`config.mk`:
```
export PLATFORM = sky130hd
export DESIGN_NAME = stolen_cdc_rst_sequencer_flat
export DESIGN_NICKNAME = d
export VERILOG_FILES = /design/src/rtl/stolen_cdc_rst_sequencer_if.sv /design/src/rtl/stolen_cdc_rst_sequencer.sv /design/src/flat_wrapper.sv
export SDC_FILE = /design/constraint.sdc
export NUM_CORES = 1
export LEC_CHECK = 0
export ABC_CLOCK_PERIOD_IN_PS = 3000
export CAP_MARGIN = 20
export CORE_MARGIN = 10
export CORE_UTILIZATION = 35
export DETAILED_ROUTE_END_ITERATION = 10
export PLACE_DENSITY_LB_ADDON = 0.3
export SETUP_SLACK_MARGIN = 0.4
export SKIP_CTS_REPAIR_TIMING = 1
export SKIP_LAST_GASP = 1
export SYNTH_ARGS = -nofsm -noshare
export SYNTH_HDL_FRONTEND = slang
export SYNTH_SLANG_ARGS = --single-unit
```
`constraint.sdc`:
```
create_clock -name clk -period 3 [get_ports clk]
set_input_delay 0.6 -clock clk [delete_from_list [all_inputs] [get_ports clk]]
set_output_delay 0.6 -clock clk [all_outputs]
set_load 0.03 [all_outputs]
```
`src/rtl/stolen_cdc_rst_sequencer_if.sv`:
```
// Handshake bundle between the reset sequencer and the per-domain reset fabric.
// The sequencer uses the master modport; the fabric/bench uses the slave modport.
interface stolen_cdc_rst_sequencer_if #(
   parameter int N_DOM = 4
);
   localparam int ERR_W = $clog2(N_DOM);

   logic             sw_rst_req;
   logic [N_DOM-1:0] dom_ack_i;
   logic [N_DOM-1:0] dom_rst_o;
   logic             seq_busy;
   logic             seq_done;
   logic             timeout_err;
   logic [ERR_W-1:0] err_dom;

   modport master (
      input  sw_rst_req,
      input  dom_ack_i,
      output dom_rst_o,
      output seq_busy,
      output seq_done,
      output timeout_err,
      output err_dom
   );

   modport slave (
      output sw_rst_req,
      output dom_ack_i,
      input  dom_rst_o,
      input  seq_busy,
      input  seq_done,
      input  timeout_err,
      input  err_dom
   );
endinterface

```
`src/rtl/stolen_cdc_rst_sequencer.sv`:
```
// Reset sequencer: holds all clock domains in reset, then releases them one by one
// in index order, waiting on each domain's synchronized ack with a bounded timeout.
module stolen_cdc_rst_sequencer #(
   parameter int N_DOM       = 4,
   parameter int HOLD_CYCLES = 16,
   parameter int ACK_TIMEOUT = 1023
) (
   input  logic                            clk,
   input  logic                            rst_n,
   stolen_cdc_rst_sequencer_if.master      bus
);
   localparam int ERR_W  = $clog2(N_DOM);
   localparam int MAX_C  = (HOLD_CYCLES > ACK_TIMEOUT) ? HOLD_CYCLES : ACK_TIMEOUT;
   localparam int CNT_W  = $clog2(MAX_C + 1);

   typedef enum logic [1:0] {
      HOLD        = 2'd0,
      WAIT_ASSERT = 2'd1,
      REL_WAIT    = 2'd2,
      DONE        = 2'd3
   } state_t;

   state_t           r_state,   w_state;
   logic [CNT_W-1:0] r_cnt,     w_cnt;
   logic [ERR_W-1:0] r_idx,     w_idx;
   logic [N_DOM-1:0] r_dom_rst, w_dom_rst;
   logic             r_busy,    w_busy;
   logic             r_done,    w_done;
   logic             r_terr,    w_terr;
   logic [ERR_W-1:0] r_err,     w_err;
   logic [ERR_W-1:0] w_ack_zero;
   logic             w_timeout;
   logic             w_all_ack;

   always_ff @(posedge clk or negedge rst_n) begin
      if (!rst_n) begin
         r_state   <= HOLD;
         r_cnt     <= '0;
         r_idx     <= '0;
         r_dom_rst <= '1;
         r_busy    <= 1'b1;
         r_done    <= 1'b0;
         r_terr    <= 1'b0;
         r_err     <= '0;
      end else begin
         r_state   <= w_state;
         r_cnt     <= w_cnt;
         r_idx     <= w_idx;
         r_dom_rst <= w_dom_rst;
         r_busy    <= w_busy;
         r_done    <= w_done;
         r_terr    <= w_terr;
         r_err     <= w_err;
      end
   end

   // The release of the next domain is decided on the same edge that sees the
   // previous ack, so each release lands exactly one cycle after its trigger.
   always_comb begin
      w_state    = r_state;
      w_cnt      = r_cnt + CNT_W'(1);
      w_idx      = r_idx;
      w_dom_rst  = r_dom_rst;
      w_done     = r_done;
      w_terr     = r_terr;
      w_err      = r_err;
      w_ack_zero = '0;
      w_all_ack  = &bus.dom_ack_i;
      w_timeout  = (r_cnt == CNT_W'(ACK_TIMEOUT - 1));

      for (int i = N_DOM - 1; i >= 0; i--) begin
         if (!bus.dom_ack_i[i]) w_ack_zero = ERR_W'(i);
      end

      case (r_state)
         HOLD: begin
            w_dom_rst = '1;
            if (r_cnt == CNT_W'(HOLD_CYCLES - 1)) begin
               w_state = WAIT_ASSERT;
               w_cnt   = '0;
            end
         end
         WAIT_ASSERT: begin
            if (w_all_ack || w_timeout) begin
               if (!w_all_ack) begin
                  w_terr = 1'b1;
                  if (!r_terr) w_err = w_ack_zero;
               end
               w_dom_rst[0] = 1'b0;
               w_idx        = '0;
               w_state      = REL_WAIT;
               w_cnt        = '0;
            end
         end
         REL_WAIT: begin
            if (!bus.dom_ack_i[r_idx] || w_timeout) begin
               if (bus.dom_ack_i[r_idx]) begin
                  w_terr = 1'b1;
                  if (!r_terr) w_err = r_idx;
               end
               if (r_idx == ERR_W'(N_DOM - 1)) begin
                  w_state   = DONE;
                  w_dom_rst = '0;
                  w_done    = 1'b1;
               end else begin
                  w_dom_rst[r_idx + ERR_W'(1)] = 1'b0;
                  w_idx                        = r_idx + ERR_W'(1);
               end
               w_cnt = '0;
            end
         end
         DONE: begin
            w_cnt     = '0;
            w_dom_rst = '0;
            if (bus.sw_rst_req) begin
               w_state   = HOLD;
               w_dom_rst = '1;
               w_done    = 1'b0;
               w_terr    = 1'b0;
               w_err     = '0;
               w_idx     = '0;
            end
         end
         default: begin
            w_state = HOLD;
            w_cnt   = '0;
         end
      endcase

      w_busy = ~w_done;
   end

   assign bus.dom_rst_o   = r_dom_rst;
   assign bus.seq_busy    = r_busy;
   assign bus.seq_done    = r_done;
   assign bus.timeout_err = r_terr;
   assign bus.err_dom     = r_err;
endmodule

```
`src/flat_wrapper.sv`:
```
// flat-port wrapper written by rule: the top's interface ports become plain ports
module stolen_cdc_rst_sequencer_flat 
#(
   parameter int N_DOM       = 4,
   parameter int HOLD_CYCLES = 16,
   parameter int ACK_TIMEOUT = 1023
)
  (clk, rst_n, bus_sw_rst_req, bus_dom_ack_i, bus_dom_rst_o, bus_seq_busy, bus_seq_done, bus_timeout_err, bus_err_dom);
  stolen_cdc_rst_sequencer_if #(.N_DOM(N_DOM)) bus_i ();
  input  logic clk;
  input  logic rst_n;
  input wire logic [$bits(bus_i.sw_rst_req)-1:0] bus_sw_rst_req;
  input wire logic [$bits(bus_i.dom_ack_i)-1:0] bus_dom_ack_i;
  output wire logic [$bits(bus_i.dom_rst_o)-1:0] bus_dom_rst_o;
  output wire logic [$bits(bus_i.seq_busy)-1:0] bus_seq_busy;
  output wire logic [$bits(bus_i.seq_done)-1:0] bus_seq_done;
  output wire logic [$bits(bus_i.timeout_err)-1:0] bus_timeout_err;
  output wire logic [$bits(bus_i.err_dom)-1:0] bus_err_dom;
  assign bus_i.sw_rst_req = bus_sw_rst_req;
  assign bus_i.dom_ack_i = bus_dom_ack_i;
  assign bus_dom_rst_o = bus_i.dom_rst_o;
  assign bus_seq_busy = bus_i.seq_busy;
  assign bus_seq_done = bus_i.seq_done;
  assign bus_timeout_err = bus_i.timeout_err;
  assign bus_err_dom = bus_i.err_dom;
  stolen_cdc_rst_sequencer #(.N_DOM(N_DOM), .HOLD_CYCLES(HOLD_CYCLES), .ACK_TIMEOUT(ACK_TIMEOUT)) u_core (.clk(clk), .rst_n(rst_n), .bus(bus_i));
endmodule
```
After elaboration in Yosys (flattened, before gate mapping)
Index checks and enable logic that the tools add are counted.
{ "totals": {"n_memories": 0, "in_bits": 7, "ram_bits": 0, "romBits": 0, "latch_bits": 0, "register_bits": 23, "word_cells": 92} }
{ "classes": {"n_lt_le_gt_ge": 3, "n_bitwise": 3, "n_addsub": 2, "shift": 0, "reduce_logical": 14, "div": 0, "mul": 0, "n_mux": 45, "n_eq_ne": 16} }
{ "op_table": {"columns": ["operator", "count"], "rows": [
  ["10-bit case mux with 4 select lines", 1],
  ["2-bit 2-to-1 mux", 18],
  ["10-bit 2-to-1 mux", 3],
  ["4-bit 2-to-1 mux", 3],
  ["2-bit case mux with 3 select lines", 2],
  ["1-bit 2-to-1 mux", 11],
  ["10-bit by 1-bit adder with 10-bit output, second input constant", 1],
  ["10-bit equality test, second input constant", 1],
  ["10-bit by 4-bit equality test with 1-bit output, second input constant", 1],
  ["2-bit by 1-bit inequality test with 1-bit output, second input constant", 5],
  ["2-bit inequality test, second input constant", 5],
  ["5-bit AND reduction", 2],
  ["3-bit case mux with 3 select lines", 1],
  ["2-bit case mux with 4 select lines", 1],
  ["8-bit AND reduction", 1],
  ["2-bit equality test, second input constant", 3],
  ["2-bit by 3-bit < comparator with 1-bit output, second input constant", 2],
  ["6-bit AND reduction", 1],
  ["3-bit nonzero test", 2],
  ["4-bit bitwise AND", 1],
  ["4-bit NOT", 1],
  ["1-bit case mux with 4 select lines", 1],
  ["2-bit AND reduction", 2],
  ["4-bit AND reduction", 1],
  ["other kinds (12)", 13]
]} }

Logic depth before layout (Yosys ltp)
Gate-level depths: netlist of run 1.
{ "depth": {"ltp_word": 10, "mapped_depth": 7, "ltp_nobuf": 6} }

Least setup slack after synthesis of run 1
Ideal clock, no wire load.
{ "synth_timing": {"path_kind": "in2reg", "from": "input bus_dom_ack_i[3]", "to": "register u_core.r_state[1]", "n_path_buf": 0, "path_stages": 4, "arrival_ps": 1928, "path_slack_ps": 947, "setup_time_ps": 125, "cell_sequence": "mux4_2 > a22o_1 > a211o_1 > mux2_4"} }
{ "synth_via": {"elab_chain_cells": 6, "elab_cells_between_ends": 9} }
{ "synth_lines": {"columns": ["item", "line", "rtl"], "rows": [
  ["start, declared", "flat_wrapper.sv:13", "input wire logic [$bits(bus_i.dom_ack_i)-1:0] bus_dom_ack_i;"],
  ["1-bit binary-select mux with 2-bit select", "stolen_cdc_rst_sequencer.sv:96", "if (!bus.dom_ack_i[r_idx] || w_timeout) begin"],
  ["1-bit 2-to-1 mux (implied by the code)", "stolen_cdc_rst_sequencer.sv:96", null],
  ["1-bit zero test", "stolen_cdc_rst_sequencer.sv:96", null],
  ["1-bit logical OR", "stolen_cdc_rst_sequencer.sv:96", null],
  ["2-bit by 1-bit inequality test with 1-bit output (no source line)", null, null],
  ["5-bit AND reduction (no source line) *", null, null],
  ["end signal, assigned", "stolen_cdc_rst_sequencer.sv:46", "r_state <= w_state;"],
  ["end, declared", "stolen_cdc_rst_sequencer.sv:23", "state_t r_state, w_state;"]
]} }
Mark *: on every way between the ends. The rest lies on a longest branch, timed or not. The select of a mux whose other input is x is not followed.
A chain may end at the register's enable or synchronous reset.

Worst setup path after layout of run 1
{ "layout_timing": {"from": "input bus_dom_ack_i[2]", "to": "register u_core.r_state[1]"} }
Same word-level chain as after synthesis.

==> reports/metrics.csv, run 1 <==
metric,value,unit
dp_cells,211,
crit_path_end,u_core.r_state[1],
reg2reg_slack,890,ps
worstSetupPathType,in -> reg,
synth_area_leaders,"dfrtp_1 (31%), ha_1 (10%), dfstp_2 (9.1%)",
rsz0062_at_grt,no,
tns,0,ps
nets,185,
cts_inserted_buffers,3,
grt_overflow,0,
combPwrFrac,56.0,%
totalWireLength,3340,microns
cp_num_cells,5,
clock_skew,5.03,ps
cts.sinks,23,
rows,23,
path_cells,clkdlybuf4s50_1 > mux4_2 > a22o_1 > a211o_1 > mux2_4,
r2r-start,u_core.r_idx[0],
maxSlewHeadroom,64.8,%
grt_pass1_vias,1239,
period_minus_slack,2330,ps
cts_root_buf,clkbuf_8,
cts_max_path_buffers,2,
vdd_drop_max,0.000233,V
routedWlPerCell,15.5,microns
syn2layout_area_growth,17.3,%
drcViolationCount,0,
power.share.switching,42.9,%
worstSetupStartpointType,input port,
setup_viol,0,
drv_cap,0,
finalPower,1.62,mW
seq_area_frac_synth,40.3,%
crit_buf_inv,1,
synth.most_common_cell,dfrtp_1,
startpoint,bus_dom_ack_i[2],
grt_pass1_wl,5900,microns
antenna_found_initial,0,
p_per_area,955,nW/um^2
port_buffers,15,
cp_max_fo,6,
synthArstFlopShare,100,%
synth_top_cell_area_share,31.2,%
p_switching,694,uW
die_area,7090,sq um
syn_inst,149,
yosysWarningCount,0,
hpwlAfterDp,2520,microns
netlist_area,1440,sq um
path_clk_slew,80,ps
arrival,2490,ps
synth_ff_type,dfrtp_1,
worst_pin_slew,528,ps
io_pins,16,
vias_per_cell,5.53,
yosysTopAreaCell,dfrtp_1,
die-width,84.2,microns
cts_tree,done,
holdWs,485,ps
cts-htree-levels,1,
die_y,84.2,microns
num_vias,1189,
r2r_end,u_core.r_state[1],
syn_avg_cell_area,9.68,sq um
clk_latency,270,ps
hp-class,reg -> reg,
cpMaxStageDelayCell,mux4_2,
drive_above_1_share,8.48,%
required,3160,ps
status,completed,
ant_nets,0,
grt_max_degree,24,
track_usage,9.84,%
firstDrtPassIters,4,
reg2regPathDepth,4,
syn-num-nets,168,
seqPwrFrac,31.8,%
max_clock_freq,0.430,GHz
core,4000,sq um
final_cells,215,
critPathCaptureType,flip-flop,
diodes,0,
synth-edff-count,0,
power.internal,923,uW
period_share,77.6,%
utilization,42.3,%
finalMaxSlewViolations,0,
drt_iter0_drc,107,
final-hold-violation-count,0,
synth_seq_cells,23,
power_frac_clock,12.2,%
netlist_top_cells_count,"dfrtp_1 (18), nor2_1 (14), ha_1 (12), nand2_1 (12), inv_1 (11)",
leakage,0.734,nW
critical-path-top-delay-family,multiplexers,
place_congestion,0.865,
floorplan.initialDensity,36.1,%
critPathMaxStageDelay,560,ps
yosysUniqueCellTypes,40,
[cell usage in the layout, fill, tap and decap left out, drive strengths merged, types with 2 or more instances in the layout]
master | Yosys | layout
dfrtp | 18 | 18
a21oi | 3 | 3
nor4 | 2 | 2
nor3 | 3 | 3
xnor2 | 5 | 5
ha | 12 | 12
a211oi | 2 | 2
nand4 | 5 | 5
mux2 | 3 | 3
a32o | 2 | 2
dfstp | 5 | 5
o21ai | 4 | 4
o31ai | 4 | 4
nand2b | 6 | 6
mux2i | 2 | 2
a22oi | 2 | 2
and3 | 2 | 2
clkdlybuf4s50 | 0 | 15
nor3b | 3 | 3
and4 | 2 | 2
a41o | 2 | 2
clkbuf | 3 | 4
nor2 | 14 | 14
inv | 11 | 11
nand3 | 6 | 6
nand2 | 12 | 12
a22o | 4 | 4
[sequential cells by signal, indices dropped and copies added, names as in the netlist, named ones only]
register	count
u_core.r_cnt	10
u_core.r_idx	2
u_core.bus.dom_rst_o	4
u_core.r_state	2
u_core.bus.seq_busy	1
u_core.bus.err_dom	2
u_core.bus.timeout_err	1
[tightest hold or removal path, cell delays in order, from the launching register on]
cell	delay [ps]
dfstp_2	380
o31ai_1	60
nand2b_1	60
[how the worst min path moves through the flow]
| stage | from | to | slack [ps] | depth (start not counted) |
|---|---|---|---|---|
| 2_1_floorplan | rst_n | asynchronous set/reset pin | 300 | 0 |
| 6_report | u_core.bus.dom_rst_o[3] | u_core.bus.dom_rst_o[3] | 480 | 2 |
| 3_5_place_dp | flip-flop | u_core.bus.seq_busy | 460 | 1 |
| 5_1_grt | u_core.bus.dom_rst_o[3] | u_core.bus.dom_rst_o[3] | 510 | 2 |
| 4_1_cts | flip-flop | u_core.bus.seq_busy | 480 | 1 |
| 3_3_place_gp | u_core.bus.dom_rst_o[1] | u_core.bus.dom_rst_o[1] | 470 | 2 |
[area by class of cell]
class,count,area [sq um]
multi-input cells,111,805
fillers,391,2310
clock buffers,4,45.0
flip-flops and latches,23,582
inverters,11,41.3
repair buffers,16,158
well taps,50,62.6
[power by group through the flow]
| stage | sequential, mW | clock (mW) | combinational, mW |
|---|---|---|---|
| after floorplan | 0.619 | 0 | 0.542 |
| after global placement | 0.516 | 0 | 0.885 |
| after detailed placement | 0.521 | 0 | 0.909 |
| after CTS | 0.516 | 0.204 | 0.912 |
| after global routing | 0.536 | 0.219 | 1.01 |
| final | 0.515 | 0.197 | 0.905 |
[kinds of logic after synthesis]
kind of cell / Yosys count / synth area share (%)
muxes: 6 / 5.55
buffers and inverters: 15 / 3.90
and+or+nand+nor: 57 / 20.2
adders and majority gates: 12 / 10.4
xor gates and xnor gates: 6 / 3.64
DFF: 23 / 40.3
AOI/OAI and AO/OA: 30 / 16.0
[metrics by stage]
step / instance area, sq um / setup slack, ps
floorplan: 1440 / 947
global placement: 1650 / 429
detailed placement: 1650 / 397
CTS: 1690 / 685
global route: 1690 / 593
finish: 1690 / 672
[routing by layer]
metal | vias to the layer above | wire length [microns] | track usage, %
met4 | 0 | 82 | 4.87
li1 | 570 | - | -
met1 | 579 | 1500 | 11.1
met3 | 9 | 146 | 2.32
met2 | 31 | 1610 | 16.9
met5 | - | 0 | 0
(Power assumes the default switching activity.)
==> run 2, diff against run 1 <==
- ABC_CLOCK_PERIOD_IN_PS: 3000 -> 2400
- clock period: 3 -> 2.4 ns (I/O delays scaled with it)
==> reports/metrics.csv, run 2 (synthesis results as in run 1) <==
metric,value,unit
max_clock_freq,0.512,GHz
totalWireLength,3370,microns
period_share,81.4,%
cts_root_buf,clkbuf_8,
largest_reg_flops,10,
path_clk_slew,80,ps
die-width,84.2,microns
rows,23,
arrival,1470,ps
num_vias,1236,
power_frac_clock,11.2,%
reg2reg_slack,470,ps
crit_path_end,bus_dom_rst_o[2],
combPwrFrac,58.9,%
drv_cap,0,
drcViolationCount,0,
cts_inserted_buffers,3,
p_switching,894,uW
layout_common_cells,"dfrtp_1 (18), nor2_1 (14), nand2_1 (12)",
grt_pass1_wl,5940,microns
status,completed,
hpwlAfterDp,2580,microns
floorplan.initialDensity,36.1,%
seqPwrFrac,29.9,%
final_cells,224,
worstSetupStartpointType,flip-flop,
path_cells,clkdlybuf4s50_1,
min_from,u_core.bus.dom_rst_o[1],
drive_above_1_share,14.4,%
worst_pin_slew,441,ps
critPathCaptureType,primary output,
r2r-start,u_core.r_idx[0],
power.internal,1.24,mW
port_buffers,15,
crit_buf_inv,1,
r2r_end,u_core.r_state[1],
diodes,0,
grt_pass1_vias,1269,
worstSetupPathType,reg -> out,
finalMaxSlewViolations,0,
p_per_area,1190,nW/um^2
maxSlewHeadroom,70.4,%
die_area,7090,sq um
required,1920,ps
final-hold-violation-count,0,
tns,0,ps
drt_iter0_drc,105,
startpoint,u_core.bus.dom_rst_o[2],
syn2layout_area_growth,23.8,%
routedWlPerCell,15.0,microns
place_congestion,0.929,
critPathMaxStageDelay,680,ps
critical-path-top-delay-family,buffers and inverters,
post-place-ws,39.8,ps
cts_tree,done,
vdd_drop_max,0.000409,V
nets,194,
cts_max_path_buffers,2,
grt_overflow,0,
vias_per_cell,5.52,
power.share.switching,41.9,%
core,4000,sq um
final_common_cell,dfrtp_1,
reg2regPathDepth,4,
firstDrtPassIters,4,
cpMaxStageDelayCell,clkdlybuf4s50_1,
top_register,u_core.r_cnt,
rsz0062_at_grt,no,
cts.sinks,23,
clk_latency,260,ps
die_y,84.2,microns
cp_max_fo,2,
cts-htree-levels,1,
hp-class,reg -> reg,
dp_cells,220,
period_minus_slack,1950,ps
holdWs,484,ps
track_usage,9.90,%
leakage,0.812,nW
io_pins,16,
fin_ws,446,ps
ant_nets,0,
antenna_found_initial,0,
setup_viol,0,
grt_max_degree,24,
clock_skew,2.32,ps
cp_num_cells,1,
## run 2: power by group through the flow
stage                     Sequential, mW  Clock (mW)  Combinational (mW)
after global placement             0.636           0                1.19
after floorplan                    0.774           0               0.677
final                              0.637       0.238                1.26
after CTS                          0.634       0.254                1.23
after global routing               0.654       0.270                1.39
after detailed placement           0.640           0                1.23
## run 2: metal layers
| layer | vias to the layer above | part of all wire (%) | global-route usage, % |
|---|---|---|---|
| met4 | 0 | 2.4 | 5.33 |
| met3 | 7 | 5.7 | 2.32 |
| met5 | - | 0 | 0 |
| li1 | 592 | - | - |
| met2 | 35 | 49 | 16.3 |
| met1 | 602 | 42 | 11.6 |
## run 2: area by class of cell
type | instances | area, sq um
multi-input cells | 111 | 820
well taps | 50 | 62.6
flip-flops and latches | 23 | 582
repair buffers | 25 | 235
inverters | 11 | 41.3
clock buffers | 4 | 45.0
fillers | 372 | 2210
## run 2: how the worst min path moves through the flow
stage / cells after the start / endpoint
2_1_floorplan: 0 / asynchronous set/reset pin
3_3_place_gp: 1 / u_core.bus.seq_busy
3_5_place_dp: 2 / u_core.bus.dom_rst_o[1]
4_1_cts: 2 / u_core.bus.dom_rst_o[1]
5_1_grt: 2 / u_core.bus.dom_rst_o[1]
6_report: 2 / u_core.bus.dom_rst_o[1]
## run 2: per-stage QoR
stage	utilization, %	cell area (sq um)	power [mW]
floorplan	-	1440	1.45
global placement	42.9	1720	1.83
detailed placement	42.9	1720	1.87
CTS	44.0	1760	2.12
global route	44.6	1790	2.32
finish	44.6	1790	2.13
==> run 3, diff against run 2 <==
- ABC_CLOCK_PERIOD_IN_PS: 2400 -> 1690
- clock period: 2.4 -> 1.69 ns (I/O delays scaled with it)
==> reports/metrics.csv, run 3 (synthesis results as in run 1) <==
metric,value,unit
maxSlewHeadroom,72.3,%
diodes,0,
num_vias,1340,
io_pins,16,
cts-htree-levels,1,
core,4000,sq um
track_usage,9.91,%
reg2reg_slack,-230,ps
fin_ws,-234,ps
holdWs,426,ps
finalPower,3.53,mW
power.internal,2.08,mW
cpMaxStageDelayCell,mux4_2,
critPathMaxStageDelay,550,ps
cts_root_buf,clkbuf_8,
highest_layer,met4,
final_common_cell,buf_4,
status,"complete, but fails checks",
tns,-2960,ps
largest_reg_flops,10,
power.share.switching,41.2,%
worstSetupPathType,reg -> reg,
grt_overflow,0,
routedWlPerCell,15.1,microns
worstSetupStartpointType,flip-flop,
grt_max_degree,24,
violations,negative setup slack,
critPathCaptureType,flip-flop,
drv_cap,0,
power_frac_clock,9.9,%
cts_max_path_buffers,2,
floorplan.initialDensity,36.1,%
clk_latency,270,ps
required,1850,ps
cts_inserted_buffers,3,
grt_pass1_vias,1365,
p_switching,1.45,mW
totalWireLength,3780,microns
vias_per_cell,5.36,
worst_pin_slew,411,ps
wl_met1,1580,microns
wl_met2,1990,microns
setup_viol,20,
path_cells,mux4_2 > a22o_1 > a211o_1 > mux2_4,
rsz0062_at_grt,yes,
layout_common_cells,"buf_4 (32), dfrtp_1 (17)",
arrival,2080,ps
dr_wl_met3,175,microns
antenna_found_initial,0,
fill_cells,368,
ant_nets,0,
place_congestion,0.859,
cts_tree,done,
cp_max_fo,3,
drcViolationCount,0,
grt_pass1_wl,6110,microns
drive_above_1_share,36.0,%
reg2regPathDepth,4,
cts.sinks,23,
vdd_drop_max,0.000770,V
port_buffers,15,
top_register,u_core.r_cnt,
hp-class,in -> async,
combPwrFrac,64.5,%
drt_iter0_drc,50,
clock_skew,7.35,ps
finalMaxSlewViolations,0,
period_share,114,%
die-width,84.2,microns
syn2layout_area_growth,42.3,%
period_minus_slack,1920,ps
rows,23,
final-hold-violation-count,0,
firstDrtPassIters,4,
p_per_area,1720,nW/um^2
r2r_end,u_core.r_state[1],
nets,220,
r2r-start,u_core.r_idx[0],
hpwlAfterDp,2770,microns
seqPwrFrac,25.7,%
die_area,7090,sq um
path_clk_slew,90,ps
max_clock_freq,0.520,GHz
die_y,84.2,microns
leakage,0.981,nW
run 3: changes by cell type in the layout (fill, tap and decap cells not counted), moves of 3 or more:
cell,change
buf_4,+22
buf_6,+9
clkdlybuf4s50_1,-9
clkbuf_2,+4
nor2_1,-3
run 3: worst max-delay path by stage:
stage	to	cells past startpoint	startpoint
after floorplan	u_core.r_state[1]	4	u_core.r_idx[0]
after global placement	u_core.r_state[1]	5	bus_dom_ack_i[2]
after detailed placement	u_core.r_state[1]	5	bus_dom_ack_i[2]
after CTS	u_core.r_state[1]	5	bus_dom_ack_i[2]
after global routing	u_core.r_state[1]	4	u_core.r_idx[0]
final	u_core.r_state[1]	4	u_core.r_idx[0]
run 3: per-stage QoR:
stage	std cells	cell area [sq um]	setup slack [ps]	utilization (%)
after floorplan	149	1450	-228	-
after global placement	241	1880	-538	47.0
after detailed placement	241	1880	-588	47.0
after CTS	245	1930	-310	48.2
after global routing	250	2050	-262	51.3
final	250	2050	-234	51.3
run 3: worst max-delay path, delay by kind of cell (launching register included):
| family | cells | cell delay, ps |
|---|---|---|
| flops | 1 | 380 |
| mux | 2 | 860 |
| compound gates | 2 | 580 |
run 3: layout make-up:
class | instances | area, sq um | share of cell area, %
repair buffers | 51 | 432 | 21.0
flip-flops and latches | 23 | 583 | 28.4
multi-input cells | 111 | 890 | 43.3
well taps | 50 | 62.6 | 3.05
clock buffers | 4 | 45.0 | 2.19
inverters | 11 | 41.3 | 2.01
run 3: power groups by stage:
stage	clock, mW	combinational, mW	sequential (mW)
floorplan	0	0.988	1.10
global placement	0	1.93	0.894
detailed placement	0	1.98	0.905
CTS	0.362	2.00	0.893
global route	0.380	2.47	0.930
finish	0.348	2.27	0.906
run 3: layer usage:
layer,vias up,global-route usage [%]
met5,-,0
met4,0,2.13
met3,4,2.71
met2,31,17.8
met1,662,11.3
li1,643,-
